**src/rtl/mem_responder.sv**
```systemverilog
// Word-addressed memory responder with valid/ready request and response channels and a
// fixed number of wait states. Define MEM_ERR_EN to flag misaligned/out-of-range accesses.
module mem_responder #(
    parameter int ADDR_W      = 6,
    parameter int WAIT_CYCLES = 2
) (
    input  logic        clk,
    input  logic        reset,
    input  logic        req_valid,
    output logic        req_ready,
    input  logic        req_we,
    input  logic [31:0] req_addr,
    input  logic [31:0] req_wdata,
    output logic        resp_valid,
    input  logic        resp_ready,
    output logic [31:0] resp_rdata,
    output logic        resp_err
);
    // Handshakes: a request transfers on a rising edge with req_valid & req_ready; the
    // response is held with resp_valid until a rising edge sees resp_ready high.
    typedef enum logic [1:0] {IDLE, BUSY, RESP} state_t;

    localparam logic [3:0] WAIT_LOAD = 4'((WAIT_CYCLES == 0) ? 0 : WAIT_CYCLES - 1);

    state_t            state, state_next;
    logic [3:0]        cnt, cnt_next;
    logic              accept, enter_resp;
    logic              we_q;
    logic [ADDR_W-1:0] idx_q;
    logic [31:0]       wdata_q;
    logic              op_we, op_err;
    logic [ADDR_W-1:0] op_idx;
    logic [31:0]       op_wdata;
    logic [31:0]       mem [2**ADDR_W];

    assign req_ready = (state == IDLE) && !reset;

    // With zero wait states RESP is entered on the accept edge, so the live request is used.
    always_comb begin
        op_we    = we_q;
        op_idx   = idx_q;
        op_wdata = wdata_q;
        if (state == IDLE) begin
            op_we    = req_we;
            op_idx   = req_addr[ADDR_W+1:2];
            op_wdata = req_wdata;
        end
    end

    always_comb begin
        state_next = state;
        cnt_next   = cnt;
        accept     = 1'b0;
        enter_resp = 1'b0;
        case (state)
            IDLE: begin
                if (req_valid && req_ready) begin
                    accept = 1'b1;
                    if (WAIT_CYCLES == 0) begin
                        state_next = RESP;
                        enter_resp = 1'b1;
                    end else begin
                        state_next = BUSY;
                        cnt_next   = WAIT_LOAD;
                    end
                end
            end
            BUSY: begin
                if (cnt == 4'd0) begin
                    state_next = RESP;
                    enter_resp = 1'b1;
                end else begin
                    cnt_next = cnt - 4'd1;
                end
            end
            RESP: begin
                if (resp_ready) state_next = IDLE;
            end
            default: state_next = IDLE;
        endcase
    end

    always_ff @(posedge clk) begin
        if (reset) begin
            state      <= IDLE;
            cnt        <= 4'd0;
            resp_valid <= 1'b0;
            resp_rdata <= 32'd0;
        end else begin
            state <= state_next;
            cnt   <= cnt_next;
            if (enter_resp) begin
                resp_valid <= 1'b1;
                resp_rdata <= (op_we || op_err) ? 32'd0 : mem[op_idx];
            end else if (state == RESP && resp_ready) begin
                resp_valid <= 1'b0;
                resp_rdata <= 32'd0;
            end
        end
    end

    always_ff @(posedge clk) begin
        if (accept) begin
            we_q    <= req_we;
            idx_q   <= req_addr[ADDR_W+1:2];
            wdata_q <= req_wdata;
        end
    end

    // Array is deliberately not reset; a write commits only on the edge entering RESP.
    always_ff @(posedge clk) begin
        if (!reset && enter_resp && op_we && !op_err) mem[op_idx] <= op_wdata;
    end

`ifdef MEM_ERR_EN
    logic err_acc, err_q, err_r;

    assign err_acc  = (req_addr[1:0] != 2'b00) || (req_addr[31:ADDR_W+2] != '0);
    assign op_err   = (state == IDLE) ? err_acc : err_q;
    assign resp_err = err_r;

    always_ff @(posedge clk) begin
        if (reset) begin
            err_q <= 1'b0;
            err_r <= 1'b0;
        end else begin
            if (accept) err_q <= err_acc;
            if (enter_resp) err_r <= op_err;
            else if (state == RESP && resp_ready) err_r <= 1'b0;
        end
    end
`else
    logic unused_addr_bits;

    assign unused_addr_bits = ^{req_addr[31:ADDR_W+2], req_addr[1:0]};
    assign op_err           = 1'b0;
    assign resp_err         = 1'b0;
`endif

endmodule

```
**config.mk**
```make
export PLATFORM = sky130hd
export DESIGN_NAME = mem_responder
export DESIGN_NICKNAME = d
export VERILOG_FILES = /design/src/rtl/mem_responder.sv
export SDC_FILE = /design/constraint.sdc
export NUM_CORES = 2
export LEC_CHECK = 0
export BUFFER_PORTS_ARGS = -buffer_cell sky130_fd_sc_hd__clkbuf_2
export CORE_ASPECT_RATIO = 0.75
export CORE_MARGIN = 8
export CORE_UTILIZATION = 40
export CTS_BUF_LIST = sky130_fd_sc_hd__clkbuf_2
export DETAILED_ROUTE_END_ITERATION = 10
export HOLD_SLACK_MARGIN = 0.1
export PLACE_DENSITY = 0.54
export SLEW_MARGIN = 40
export SYNTH_ARGS = -nofsm -noshare
export SYNTH_HDL_FRONTEND = slang
export SYNTH_SLANG_ARGS = --single-unit
```
**constraint.sdc**
```tcl
create_clock -name clk -period 3.7 [get_ports clk]
set_input_delay 0.185 -clock clk [delete_from_list [all_inputs] [get_ports clk]]
set_output_delay 0.185 -clock clk [all_outputs]
set_load 0.005 [all_outputs]
```
==> impl_metrics.json <==
{
  "cts.sinks": 2126,
  "fp.dieH_um": 405.5,
  "cts-buffers-inserted": 484,
  "top_usage_layer": "met1",
  "cp.arrival_ns": 5.22,
  "cts_tree": "yes",
  "placement_rows": 143,
  "dieWidth_um": 535.3,
  "final_cell_mix": "2,087 x edfxtp_1, 995 x nand2_1, 796 x clkbuf_2, 292 x o22ai_1, 262 x buf_4",
  "grt-ovfl-total": 0,
  "min-delay-start": "req_we",
  "required_ns": 5.32,
  "layout.nets": 6236,
  "avgViaCountPerCell": 6.135,
  "critical_path.max_stage_delay_ns": 0.58,
  "gp_congestion": 0.8645,
  "synth_edf_count": 2087,
  "met3_usage_pct": 7.611,
  "syn_area_per_cell_um2": 15.14,
  "antenna_found_initial": 20,
  "vdd_drop_max_v": 0.0006014,
  "layout_commonest_cell": "edfxtp_1",
  "totalWireLength_um": 315100,
  "yosysSeqAreaShare_pct": 78.44,
  "powerDensity_nw_per_um2": 513.4,
  "tns_ns": 0,
  "hold_viol_final": 0,
  "core_um2": 201800,
  "syn_area_um2": 80900,
  "dieArea_um2": 217000,
  "first_pass_iters": 6,
  "drcViolationCount": 0,
  "r2r-start": "state[1]$_SDFFE_PP0P_",
  "syn-num-nets": 5413,
  "ant_nets": 0,
  "skew_ns": 0.1611,
  "slew_headroom_pct": 40.95,
  "ys_warn_count": 0,
  "grt_pass1_vias": 52782,
  "fmax_mhz": 278.2,
  "crit_chain": "o21a_1 > a22oi_2 > buf_4 > o22ai_1 > o41ai_1 > o221ai_1 > a2111oi_1 > a22o_1",
  "grtUsageMet1_pct": 41.30,
  "rsz0062_at_grt": "no",
  "ys_types": 81,
  "p_leak_nw": 32.25,
  "syn_to_final_growth_pct": 18.26,
  "post_drt_wl_per_cell_um": 34.12,
  "drive_above_1_share_pct": 22.25,
  "worstSetupStartpointType": "flip-flop",
  "status": "finished, final reports clean",
  "clk_path_buf_depth": 4,
  "fillers": 17651,
  "htreeDepth": 5,
  "setup_viol": 0,
  "worstHoldEndpoint": "we_q$_DFFE_PP_",
  "insertion_delay_ns": 1.77,
  "min_path_cells": 4,
  "vias": 56661,
  "hold_path_class": "in2reg",
  "ff2ff_path_depth": 8,
  "worst_hold_slack_ns": 0.3061,
  "clk_pin_slew_worst_paths_ns": 0.12,
  "ioPinCount": 104,
  "slowest_stage": "o41ai_1",
  "cap_violations": 0,
  "drtIter0Drc": 8687,
  "cp_max_fo": 19,
  "tightest_slew_ns": 0.8827,
  "p_total_mw": 49.11,
  "min_period_ns": 3.594,
  "grt_start_max_net_pins": 70,
  "hpwl_um": 182600,
  "grtUsageMet2_pct": 40.63,
  "path_class": "reg2reg",
  "start_util_pct": 40.08,
  "io_buffers": 76,
  "synth-seq-cells": 2126,
  "drv_slew": 0,
  "ff2ff_setup_slack_ns": 0.11,
  "crit_path_end_kind": "flip-flop",
  "synth_async_sr_flop_share_pct": 0,
  "fin_util_pct": 47.40,
  "grt_pass1_wl_um": 427700,
  "synth_flop_cell": "edfxtp_1",
  "regToRegEndpoint": "resp_rdata[31]$_SDFFE_PP0P_",
  "grt_usage_pct": 28.17,
  "cts_root_buffer": "clkbuf_2",
  "min_period_over_period_pct": 97.15,
  "synth_cells": 5343
}
[where the power goes]
| group | switching (mW) | leakage [nW] | internal (mW) |
|---|---|---|---|
| registers | 0.0723 | 19.1 | 27.2 |
| clock network | 9.45 | 3.31 | 5.41 |
| logic | 4.93 | 9.80 | 2.01 |
| total | 14.4 | 32.3 | 34.7 |
[cells in the mapped netlist, types with 60 or more instances]
cell type,n,area (µm²)
a32oi_1,160,1401
o22ai_1,292,1827
nand3_1,193,965.9
a21oi_1,257,1286
buf_2,175,875.8
nor2_1,181,679.4
edfxtp_1,2087,62670
a211oi_1,71,533.0
nor3_1,60,300.3
a31oi_1,135,844.6
mux2i_1,106,1061
clkbuf_1,106,397.9
nand2_1,1033,3877
[final cells by class]
cell class / instances / area [µm²] / share of cell area, %
tap: 2682 / 3356 / 3.508
clock inverter: 143 / 675.6 / 0.7063
antenna: 11 / 27.53 / 0.02877
inverter: 8 / 30.03 / 0.03139
clock buffer: 720 / 3603 / 3.767
multi-input combinational: 2858 / 16490 / 17.23
sequential: 2126 / 63450 / 66.33
timing repair buffer: 688 / 8033 / 8.397
[logic make-up after synthesis]
logic type	count (synthesis)	share of synthesized area, %
AO/OA/AOI/OAI	1129	9.574
XOR/XNOR	2	0.02166
adder cells (fa/ha/maj)	1	0.01546
buffers and inverters	359	2.131
flip-flops	2126	78.44
multiplexers	109	1.367
other	1	0.004636
AND/OR/NAND/NOR	1616	8.450
[routing by layer]
metal | share of wire [%] | wire (µm) | vias to the layer above
met2 | 42 | 133200 | 4138
met4 | 3.5 | 10940 | 4
met3 | 14 | 43250 | 607
li1 | - | - | 22899
met1 | 41 | 127700 | 29013
met5 | 0.0086 | 27 | -
[state kept, by name, summed over array words and instances (netlist names)]
signal / flops
state: 2
resp_rdata: 32
resp_valid: 1
wdata_q: 32
cnt: 4
we_q: 1
mem: 2048
idx_q: 6
[critical path, delay by kind of cell, from the launching register on]
family          cells  cell delay [ns]
buf+inv             1             0.35
flops               1             0.48
compound gates      7             2.64
[worst max-delay path by stage]
stage / from / to / cells after the start
2_1_floorplan: state[0]$_SDFFE_PP0P_ / mem[13][0]$_DFFE_PP_ / 8
3_3_place_gp: state[1]$_SDFFE_PP0P_ / resp_rdata[4]$_SDFFE_PP0P_ / 11
3_5_place_dp: state[1]$_SDFFE_PP0P_ / resp_rdata[15]$_SDFFE_PP0P_ / 10
4_1_cts: state[0]$_SDFFE_PP0P_ / resp_rdata[31]$_SDFFE_PP0P_ / 10
5_1_grt: state[1]$_SDFFE_PP0P_ / resp_rdata[5]$_SDFFE_PP0P_ / 9
6_report: state[1]$_SDFFE_PP0P_ / resp_rdata[31]$_SDFFE_PP0P_ / 8
[stage by stage]
stage | std cells | setup slack, ns | instance area [µm²]
2_1_floorplan | 5343 | -0.07534 | 80900
3_3_place_gp | 8228 | -0.2567 | 89980
3_5_place_dp | 8228 | -0.05278 | 90010
4_1_cts | 9225 | 0.08211 | 95620
5_1_grt | 9232 | 0.05617 | 95660
6_report | 9236 | 0.1055 | 95670
[repair_timing]
action                                  4_1_cts  5_1_grt
hold buffers                                132        0
endpoints found under the hold margin      4213        0
setup buffers                                 2        0
resized for setup                             1        3
pin swaps                                     1        0
endpoints found under the setup margin        5        3
Note: power is estimated with default switching activity, not from simulation.
